<file path="src/rtl/kronos_alu_mc_pkg.sv">
// Shared aluop encodings and FSM state type for the multi-cycle Kronos ALU.
package kronos_types;

   localparam logic [3:0] ADD  = 4'b0000;
   localparam logic [3:0] SUB  = 4'b1000;
   localparam logic [3:0] SLL  = 4'b0001;
   localparam logic [3:0] SLT  = 4'b0010;
   localparam logic [3:0] SLTU = 4'b0011;
   localparam logic [3:0] XOR  = 4'b0100;
   localparam logic [3:0] SRL  = 4'b0101;
   localparam logic [3:0] SRA  = 4'b1101;
   localparam logic [3:0] OR   = 4'b0110;
   localparam logic [3:0] AND  = 4'b0111;

   typedef enum logic {IDLE, SHIFT} alu_mc_state_e;

endpackage

</file>
<file path="src/rtl/kronos_alu_mc_shstep.sv">
// One iteration of the multi-cycle shifter: shifts XLEN bits by 0..SHIFT_STEP.
module kronos_alu_shstep #(
   parameter int XLEN = 32,
   parameter int AW   = 3
) (
   input  logic [XLEN-1:0] i_data,
   input  logic [AW-1:0]   i_amt,
   input  logic            i_left,
   input  logic            i_arith,
   output logic [XLEN-1:0] o_data
);

   logic signed [XLEN:0] w_ext;

   always_comb begin
      w_ext = {i_arith & i_data[XLEN-1], i_data};
      if (i_left) o_data = i_data << i_amt;
      else        o_data = XLEN'(w_ext >>> i_amt);
   end

endmodule

</file>
<file path="src/rtl/kronos_alu_mc.sv">
// Multi-cycle RV32I/RV64I integer ALU with valid/ready handshake and registered result.
// Define KRONOS_ALU_FAST_SHIFT_EN for a single-cycle barrel shifter instead of the iterative one.
module kronos_alu_mc
   import kronos_types::*;
#(
   parameter int XLEN       = 32,
   parameter int SHIFT_STEP = 4
) (
   input  logic            clk,
   input  logic            rst,
   input  logic            flush,
   input  logic            in_vld,
   output logic            in_rdy,
   input  logic [3:0]      aluop,
   input  logic [XLEN-1:0] op1,
   input  logic [XLEN-1:0] op2,
   output logic            out_vld,
   input  logic            out_rdy,
   output logic [XLEN-1:0] result
);

   localparam int SW = $clog2(XLEN);

   alu_mc_state_e   r_state;
   logic            r_out_vld;
   logic [XLEN-1:0] r_result;

   logic [3:0]      w_op;
   logic            w_cin, w_uns, w_lt, w_left, w_is_shift, w_iter, w_accept;
   logic [XLEN:0]   w_sum;
   logic [SW-1:0]   w_shamt;
   logic [XLEN-1:0] w_shres, w_res;

   // Unlisted encodings collapse to ADD so they never pick up the subtract carry-in.
   always_comb begin
      case (aluop)
         ADD, SUB, SLL, SLT, SLTU, XOR, SRL, SRA, OR, AND: w_op = aluop;
         default:                                          w_op = ADD;
      endcase
   end

   assign w_cin      = w_op[3] | w_op[1];
   assign w_uns      = w_op[0];
   assign w_sum      = {1'b0, op1} + {1'b0, op2 ^ {XLEN{w_cin}}} + {{XLEN{1'b0}}, w_cin};
   assign w_lt       = w_uns ? ~w_sum[XLEN]
                     : (op1[XLEN-1] == op2[XLEN-1]) ? w_sum[XLEN-1] : op1[XLEN-1];
   assign w_shamt    = op2[SW-1:0];
   assign w_is_shift = (w_op[1:0] == 2'b01);
   assign w_left     = ~w_op[2];

`ifdef KRONOS_ALU_FAST_SHIFT_EN
   logic [XLEN-1:0]      w_rin, w_sh;
   logic signed [XLEN:0] w_rext;

   // Left shifts reuse the right shifter by reversing bits on the way in and out.
   always_comb begin
      for (int i = 0; i < XLEN; i++) w_rin[i] = w_left ? op1[XLEN-1-i] : op1[i];
      w_rext = {w_cin & w_rin[XLEN-1], w_rin};
      w_sh   = XLEN'(w_rext >>> w_shamt);
      for (int i = 0; i < XLEN; i++) w_shres[i] = w_left ? w_sh[XLEN-1-i] : w_sh[i];
   end

   assign w_iter = 1'b0;
`else
   localparam int          AW   = $clog2(SHIFT_STEP + 1);
   localparam logic [SW:0] STEP = SW'(SHIFT_STEP) == '0 ? (SW+1)'(SHIFT_STEP) : (SW+1)'(SHIFT_STEP);

   logic [XLEN-1:0] r_acc, w_shout;
   logic [SW-1:0]   r_rem;
   logic            r_left, r_arith, w_last;
   logic [AW-1:0]   w_step;

   assign w_last  = ({1'b0, r_rem} <= STEP);
   assign w_step  = w_last ? AW'(r_rem) : AW'(SHIFT_STEP);
   assign w_shres = op1;
   assign w_iter  = w_is_shift && (w_shamt != '0);

   kronos_alu_shstep #(.XLEN(XLEN), .AW(AW)) u_shstep (
      .i_data  (r_acc),
      .i_amt   (w_step),
      .i_left  (r_left),
      .i_arith (r_arith),
      .o_data  (w_shout)
   );
`endif

   always_comb begin
      case (w_op[2:0])
         3'b000:         w_res = w_sum[XLEN-1:0];
         3'b001, 3'b101: w_res = w_shres;
         3'b010, 3'b011: w_res = {{(XLEN-1){1'b0}}, w_lt};
         3'b100:         w_res = op1 ^ op2;
         3'b110:         w_res = op1 | op2;
         default:        w_res = op1 & op2;
      endcase
   end

   assign in_rdy   = !rst && (r_state == IDLE) && (!r_out_vld || out_rdy) && !flush;
   assign w_accept = in_vld && in_rdy;
   assign out_vld  = r_out_vld;
   assign result   = r_result;

   always_ff @(posedge clk) begin
      if (rst) begin
         r_state   <= IDLE;
         r_out_vld <= 1'b0;
         r_result  <= '0;
`ifndef KRONOS_ALU_FAST_SHIFT_EN
         r_acc     <= '0;
         r_rem     <= '0;
         r_left    <= 1'b0;
         r_arith   <= 1'b0;
`endif
      end else if (flush) begin
         r_state   <= IDLE;
         r_out_vld <= 1'b0;
      end else begin
         if (r_out_vld && out_rdy) r_out_vld <= 1'b0;
         case (r_state)
            IDLE: begin
               if (w_accept) begin
                  if (w_iter) begin
`ifndef KRONOS_ALU_FAST_SHIFT_EN
                     r_acc   <= op1;
                     r_rem   <= w_shamt;
                     r_left  <= w_left;
                     r_arith <= w_cin;
`endif
                     r_state <= SHIFT;
                  end else begin
                     r_result  <= w_res;
                     r_out_vld <= 1'b1;
                  end
               end
            end
            SHIFT: begin
`ifndef KRONOS_ALU_FAST_SHIFT_EN
               r_acc <= w_shout;
               r_rem <= r_rem - SW'(w_step);
               if (w_last) begin
                  r_result  <= w_shout;
                  r_out_vld <= 1'b1;
                  r_state   <= IDLE;
               end
`else
               r_state <= IDLE;
`endif
            end
            default: r_state <= IDLE;
         endcase
      end
   end

endmodule

</file>
<file path="config.mk">
export PLATFORM = sky130hd
export DESIGN_NAME = kronos_alu_mc
export DESIGN_NICKNAME = d
export VERILOG_FILES = /design/src/rtl/kronos_alu_mc_pkg.sv /design/src/rtl/kronos_alu_mc_shstep.sv /design/src/rtl/kronos_alu_mc.sv
export SDC_FILE = /design/constraint.sdc
export NUM_CORES = 1
export LEC_CHECK = 0
export CAP_MARGIN = 20
export CORE_UTILIZATION = 50
export DETAILED_ROUTE_END_ITERATION = 16
export PLACE_DENSITY = 0.82
export SYNTH_ARGS = -nofsm -noshare
export SYNTH_HDL_FRONTEND = slang
export SYNTH_SLANG_ARGS = --single-unit
export TNS_END_PERCENT = 20
</file>
<file path="constraint.sdc">
create_clock -name clk -period 4.9 [get_ports clk]
set_input_delay 0.98 -clock clk [delete_from_list [all_inputs] [get_ports clk]]
set_output_delay 0.98 -clock clk [all_outputs]
set_load 0.01 [all_outputs]
</file>
==> results of run 1 <==
routing by layer:
metal | part of all wire (%) | track usage [%] | wire [um] | vias to the layer above
li1 | - | - | - | 4713
met2 | 45 | 51.28 | 14370 | 587
met1 | 42 | 44.84 | 13370 | 4824
met4 | 2.7 | 10.82 | 857 | 0
met5 | 0 | 0 | 0 | -
met3 | 10 | 5.575 | 3295 | 78
state kept, by name, indices dropped and copies added (netlist names):
register and cells:
result 32, r_state 1, r_arith 1, r_acc 32, out_vld 1, r_left 1, r_rem 5
critical path: cells and delay by family:
family          cells  cell delay [ps]
xor+xnor            3              580
fa+ha+maj           1              320
simple gates        2              320
buf+inv             2              700
compound gates      8             1940
cell usage after synthesis, types with 28 or more instances:
library cell	count
xnor2_1	43
dfxtp_1	73
inv_1	78
mux2i_1	28
mux4_2	37
clkbuf_1	74
o21ai_0	123
nor2_1	166
ha_1	96
a211oi_1	44
nand2_1	92
a21oi_1	81
report_power, final:
part | total (W) | internal [W] | switching (W)
clock | 0.000648 | 0.000373 | 0.000275
combinational | 0.000968 | 0.000423 | 0.000545
sequential | 0.000641 | 0.000613 | 0.0000277
per-stage QoR:
stage          hold WS, ps  worst slack (ps)  std cells  area (um2)
2_1_floorplan        476.1             329.2       1261        9423
3_3_place_gp         467.2             182.2       1538       10710
3_5_place_dp         473.9             13.38       1538       10710
4_1_cts              481.6             363.0       1554       11000
5_1_grt              524.8             79.47       1554       11000
6_report             490.6             294.0       1554       11000
cell families (layout without fill, tap and decap cells):
family | Yosys count | count (layout) | synth area share, %
compound gates | 414 | 414 | 28.88
other cells | 1 | 1 | 0.03980
mux | 66 | 66 | 11.94
xor+xnor | 57 | 57 | 5.298
fa+ha+maj | 97 | 97 | 12.96
buf+inv | 182 | 246 | 7.808
simple gates | 371 | 371 | 17.57
flops | 73 | 73 | 15.51
area by class of cell:
class	instances	share of cell area [%]
clock buffer	11	2.298
timing repair buffer	150	12.72
inverter	80	2.730
tap	229	2.605
sequential	73	13.30
multi-input combinational	1006	66.01
clock inverter	5	0.3412
final timing paths:
check        slack (ps)          to       from
max                 290   result[0]   aluop[2]
min                 490   result[9]  result[9]
max reg2reg        1350  result[23]   r_rem[0]
min reg2reg         490   result[9]  result[9]
==> summary.txt, run 1 <==
Floorplanning
  – Die X: 139.3 um
  – Cell row count: 49
  – I/O pins: 107
  – Die Height: between 100 and 150 um
  – Core area: 18210 um2
  – Starting density of the core: 51.75%
  – Die area: between 15000 and 20000 um2

STA
  – Period utilisation layout: 94.00%
  – Final setup TNS: 0 ps
  – Final setup violation count: 0
  – Fmax: 217.1 MHz
  – Min Tclk post-route: 4606 ps
  – Final hold viol count: 0
  – Max_slew headroom: 34.56%
  – Pins over their slew limit: 0
  – RSZ-0062 raised after global routing: false
  – Skew final: 7.012 ps
  – Worst-Margin Slew: 978.7 ps

Clocking
  – Hold buffers post-CTS: 0
  – Worst skew pair latency: 340 ps
  – Resized Gates After CTS: 0
  – CTS Buffer Depth: 2
  – CTS Buf Count: 9
  – Clk sinks: 73
  – Clock root buffer: clkbuf_16
  – CTS tree: built
  – Max H-tree Level: 3
  – Postcts setup bufs: 0
  – Reg clk slew, reported paths: ~60 ps

Worst setup path
  – R2R cell count: 8
  – Startpoint Class: input port
  – Worst Path Arrival: 4830 ps
  – Worst Path Max Fanout: 7
  – Slowest library cell on the worst path: clkdlybuf4s50_1
  – Critical Setup Path Class: in2reg
  – CP max stage delay: 490 ps
  – WP data required: 5120 ps
  – CP cell instances: clkdlybuf4s50_1 -> xor2_1 -> nor3_1 -> a21oi_4 -> buf_4 -> xnor2_1 -> ha_1 -> a21o_1 -> a21o_1 -> a221oi_1 -> o31ai_2 -> a31o_2 -> a31oi_1 -> xor2_1 -> nor3b_1 -> o22ai_1
  – Crit. End Element: flop

Placement
  – Port Buffer Count: 106
  – Routability cong.: about 0.96
  – DP HPWL: 23660 um

Final layout
  – Layout cells sized above 1: under 10%
  – Fin nets: 1490
  – Inserted Diodes: 0
  – Multi-input logic area: 7262 um2
  – Area grow syn2layout: 16.74%
  – Register Area: roughly 1500 um2
  – Layout Utilization: between 60% and 70%
  – Commonest non-fill, non-tap cell in the layout: nor2_1
  – Most frequent cells in the layout: nor2_1 (166), o21ai_0 (123), clkdlybuf4s50_1 (105)
  – Filler cells: 1559

Global routing
  – Largest net degree at the start of global routing: 77
  – GRT Total Usage: 32.52%
  – GRT overflow: 0
  – First-pass GRT wire length: 50800 um
  – Vias in the first global route: 9419
  – Initial antenna violation count: 0

Synthesis
  – Library cells used by synthesis: 78
  – Top-area cell type share of the netlist area: 15.51%
  – Number of enable flip-flop cells after synthesis: 0
  – Seq/Total Area, Yosys: 15.51%
  – FFs w/ async S/R, synth: 0%
  – Syn Area/Cell: 7.472 um2
  – Post-synthesis cell type with the largest combined area: dfxtp_1
  – Synth Warn #: 0
  – Seq cells post-synth: 73
  – Post-Syn Area: 9423 um2
  – Main area contributors after synthesis: dfxtp_1 (16%), ha_1 (13%), mux4_2 (8.8%)
  – Post-synthesis cell count: 1261
  – Synthesized Nets: 1431
  – Top_reg_cell synth: dfxtp_1

Route
  – Drt first pass iters: 5
  – DRC errors left: 0
  – ANT nets after route: 0
  – Vias: 10200
  – Via density: 6.565
  – Routed wire length: about 32000 um
  – WL/cell: 20.53 um
  – Initial drt markers: 1360

Flow run
  – Max Cap Viol: 0

Pwr
  – Power Total: 0.002256 W
  – Cell Pwr Density: 205.1 nW/um2
  – Peak VDD IR: 0.0001643 V
  – Pleak: 4.437 nW

Worst hold path
  – HP Class: reg2reg
  – Hold Path Depth: 2

Status
  – Status: finished, final reports clean
(Power assumes the default switching activity.)
==> run 2, diff against run 1 <==
--- a/config.mk
+++ b/config.mk
@@ -8,5 +8,5 @@
 export CAP_MARGIN = 20
-export CORE_UTILIZATION = 50
+export CORE_UTILIZATION = 30
 export DETAILED_ROUTE_END_ITERATION = 16
-export PLACE_DENSITY = 0.82
+export PLACE_DENSITY = 0.57
 export SYNTH_ARGS = -nofsm -noshare
--- a/constraint.sdc
+++ b/constraint.sdc
@@ -3,2 +3,2 @@
 set_output_delay 0.98 -clock clk [all_outputs]
-set_load 0.01 [all_outputs]
+set_load 0.02 [all_outputs]
==> summary.txt, run 2 (same netlist as run 1, synthesis figures left out) <==
Final layout
  – Area grow syn2layout: 20.98%
  – Inserted Diodes: 0 (unchanged)
  – Layout Utilization: 37.07% (-23 points)
  – Most frequent cells in the layout: nor2_1 (166), o21ai_0 (123), clkdlybuf4s50_1 (105)
  – Layout cells sized above 1: 10.34% (+1.2 points)
  – Filler cells: 3263 (+110%)
  – Finished Layout Cells: 1740 (+12%)
  – Fin nets: 1509 (+1.3%)
  – Commonest non-fill, non-tap cell in the layout: nor2_1
  – Fin area: 11400 um2 (+3.6%)

Pwr
  – Cell Pwr Density: 213.8 nW/um2 (+4.2%)
  – Net Sw Frac: 35.75% (-1.8 points)
  – Psw: 0.0008711 W (+2.8%)
  – Peak VDD IR: 0.0001376 V (-16%)
  – Sequential power share: 26.2% (-2.2 points)
  – Comb pwr share: 41.3% (-1.6 points)
  – Pleak: 4.551 nW (+2.6%)
  – Clk pwr share: 32.4% (+3.7 points)
  – Pint: 0.001566 W (+11%)

Flow run
  – Max Cap Viol: 0 (unchanged)

Status
  – Status: complete, but fails checks
  – Failing checks: DRC

Worst setup path
  – Worst path depth: 16 (unchanged)
  – Worst Path Arrival: 4700 ps (-130 ps)
  – Startpoint Class: input port
  – CP bufs+invs: 2 (unchanged)
  – WP data required: 5130 ps (about the same)
  – Crit. End Element: flop
  – R2R cell count: 10 (+2)
  – Critical Setup Path Class: in2reg
  – CP cell instances: clkdlybuf4s50_1 -> xor2_1 -> nor3_1 -> a21oi_4 -> buf_4 -> xnor2_1 -> ha_1 -> a21o_1 -> a21o_1 -> a221oi_1 -> o31ai_2 -> a31o_2 -> a31oi_1 -> xor2_1 -> nor3b_1 -> o22ai_1
  – CP max stage delay: 440 ps (-50 ps)
  – Slowest library cell on the worst path: clkdlybuf4s50_1
  – Top delay family on crit path: compound AO/OA/AOI/OAI gates
  – Worst Path Max Fanout: 11 (+4)

Clocking
  – Resized Gates After CTS: 0 (unchanged)
  – Hold buffers post-CTS: 0 (unchanged)
  – Clock root buffer: clkbuf_16
  – Worst skew pair latency: 340 ps (about the same)
  – CTS tree: built
  – Reg clk slew, reported paths: 70 ps (about the same)
  – Max H-tree Level: 3 (unchanged)
  – Postcts setup bufs: 0 (unchanged)
  – CTS Buf Count: 9 (unchanged)
  – CTS Buffer Depth: 2 (unchanged)
  – Clk sinks: 73 (unchanged)

Route
  – Vias: 10110 (-0.90%)
  – Via density: 5.810 (-11%)
  – ANT nets after route: 0 (unchanged)
  – WL/cell: 20.21 um (-1.5%)
  – Routed wire length: 35170 um (+10%)
  – Drt first pass iters: 11 (+6)
  – DRC errors left: 2 (+2)
  – Initial drt markers: 899 (-34%)

STA
  – Skew final: 11.10 ps (+4.085 ps)
  – Max_slew headroom: 40.19% (+5.6 points)
  – Fmax: 223.5 MHz (+3.0%)
  – Pins over their slew limit: 0 (unchanged)
  – Final setup violation count: 0 (unchanged)
  – Hold WS: 461.1 ps (-29.55 ps)
  – Period utilisation layout: 91.30% (-2.7 points)
  – Min Tclk post-route: 4474 ps (-132.1 ps)
  – RSZ-0062 raised after global routing: false
  – Worst-Margin Slew: 897.2 ps (-81.48 ps)
  – Final setup TNS: 0 ps (unchanged)
  – Final hold viol count: 0 (unchanged)

Floorplanning
  – Starting density of the core: 30.64% (-21 points)
  – Core area: 30750 um2 (+69%)
  – Die area: 32120 um2 (+66%)
  – Die X: 179.2 um (+29%)
  – Die Height: 179.2 um (+29%)
  – Cell row count: 64 (+31%)
  – I/O pins: 107 (unchanged)

Global routing
  – GRT Total Usage: 22.02% (-10 points)
  – Vias in the first global route: 9423 (+0.042%)
  – Initial antenna violation count: 0 (unchanged)
  – First-pass GRT wire length: 54710 um (+7.7%)
  – GRT overflow: 0 (unchanged)
  – Largest net degree at the start of global routing: 77 (unchanged)

Worst hold path
  – Hold Path Depth: 2 (unchanged)
  – HP Class: reg2reg

Placement
  – Port Buffer Count: 106 (unchanged)
  – Dpl cell area: 11050 um2 (+3.2%)
  – Routability cong.: 0.9159 (-4.6%)
  – Placed Instances: 1724 (+12%)
  – DP HPWL: 25910 um (+9.5%)
-- run 2: layer usage --
layer  global-route usage, %  up-vias  wire length, um
li1                        -     4760                -
met1                   31.34     4924            16290
met2                   35.10      381            16070
met3                   2.014       45             1980
met4                   6.232        0              820
met5                       0        -                0
-- run 2: through the flow --
stage	power, W	setup slack [ps]
floorplan	0.001278	329.2
CTS	0.002433	431.4
global route	0.002558	173.8
detailed placement	0.001642	73.65
global placement	0.001634	1.920
finish	0.002437	426.2
-- run 2: worst paths after layout --
| kind | from | end | slack (ps) |
|---|---|---|---|
| max | aluop[0] | result[0] | 430 |
| min reg2reg | result[9] | result[9] | 460 |
| max reg2reg | r_rem[2] | result[23] | 1470 |
| min | result[9] | result[9] | 460 |
-- run 2: worst min-delay path: cells and delay by family, from the launching register on --
kind             cells  cell delay [ps]
AO/OA/AOI/OAI        1               50
AND/OR/NAND/NOR      1               50
flip-flops           1              310
-- run 2: layout make-up --
type                            instances  area [um2]  share of cell area, %
Inverter                               80       300.3                  2.634
Clock buffer                           11       242.7                  2.129
Sequential cell                        73        1463                  12.83
Tap cell                              396       495.5                  4.346
Clock inverter                          5       102.6                 0.9000
Multi-Input combinational cell       1006        7267                  63.75
Timing Repair Buffer                  169        1529                  13.41
-- run 2: power groups by stage --
stage                     sequential [W]  combinational (W)  clock [W]
after floorplan                 0.000654           0.000625          0
after global placement          0.000652           0.000982          0
after detailed placement        0.000652           0.000991          0
after CTS                       0.000638           0.000996   0.000799
after global routing            0.000641            0.00110   0.000818
final                           0.000639            0.00101   0.000791
==> run 3, diff against run 2 <==
- ABC_CLOCK_PERIOD_IN_PS: unset -> 4900
==> results of run 3 <==
Final layout, timing and power as in run 2 (identical DEF).
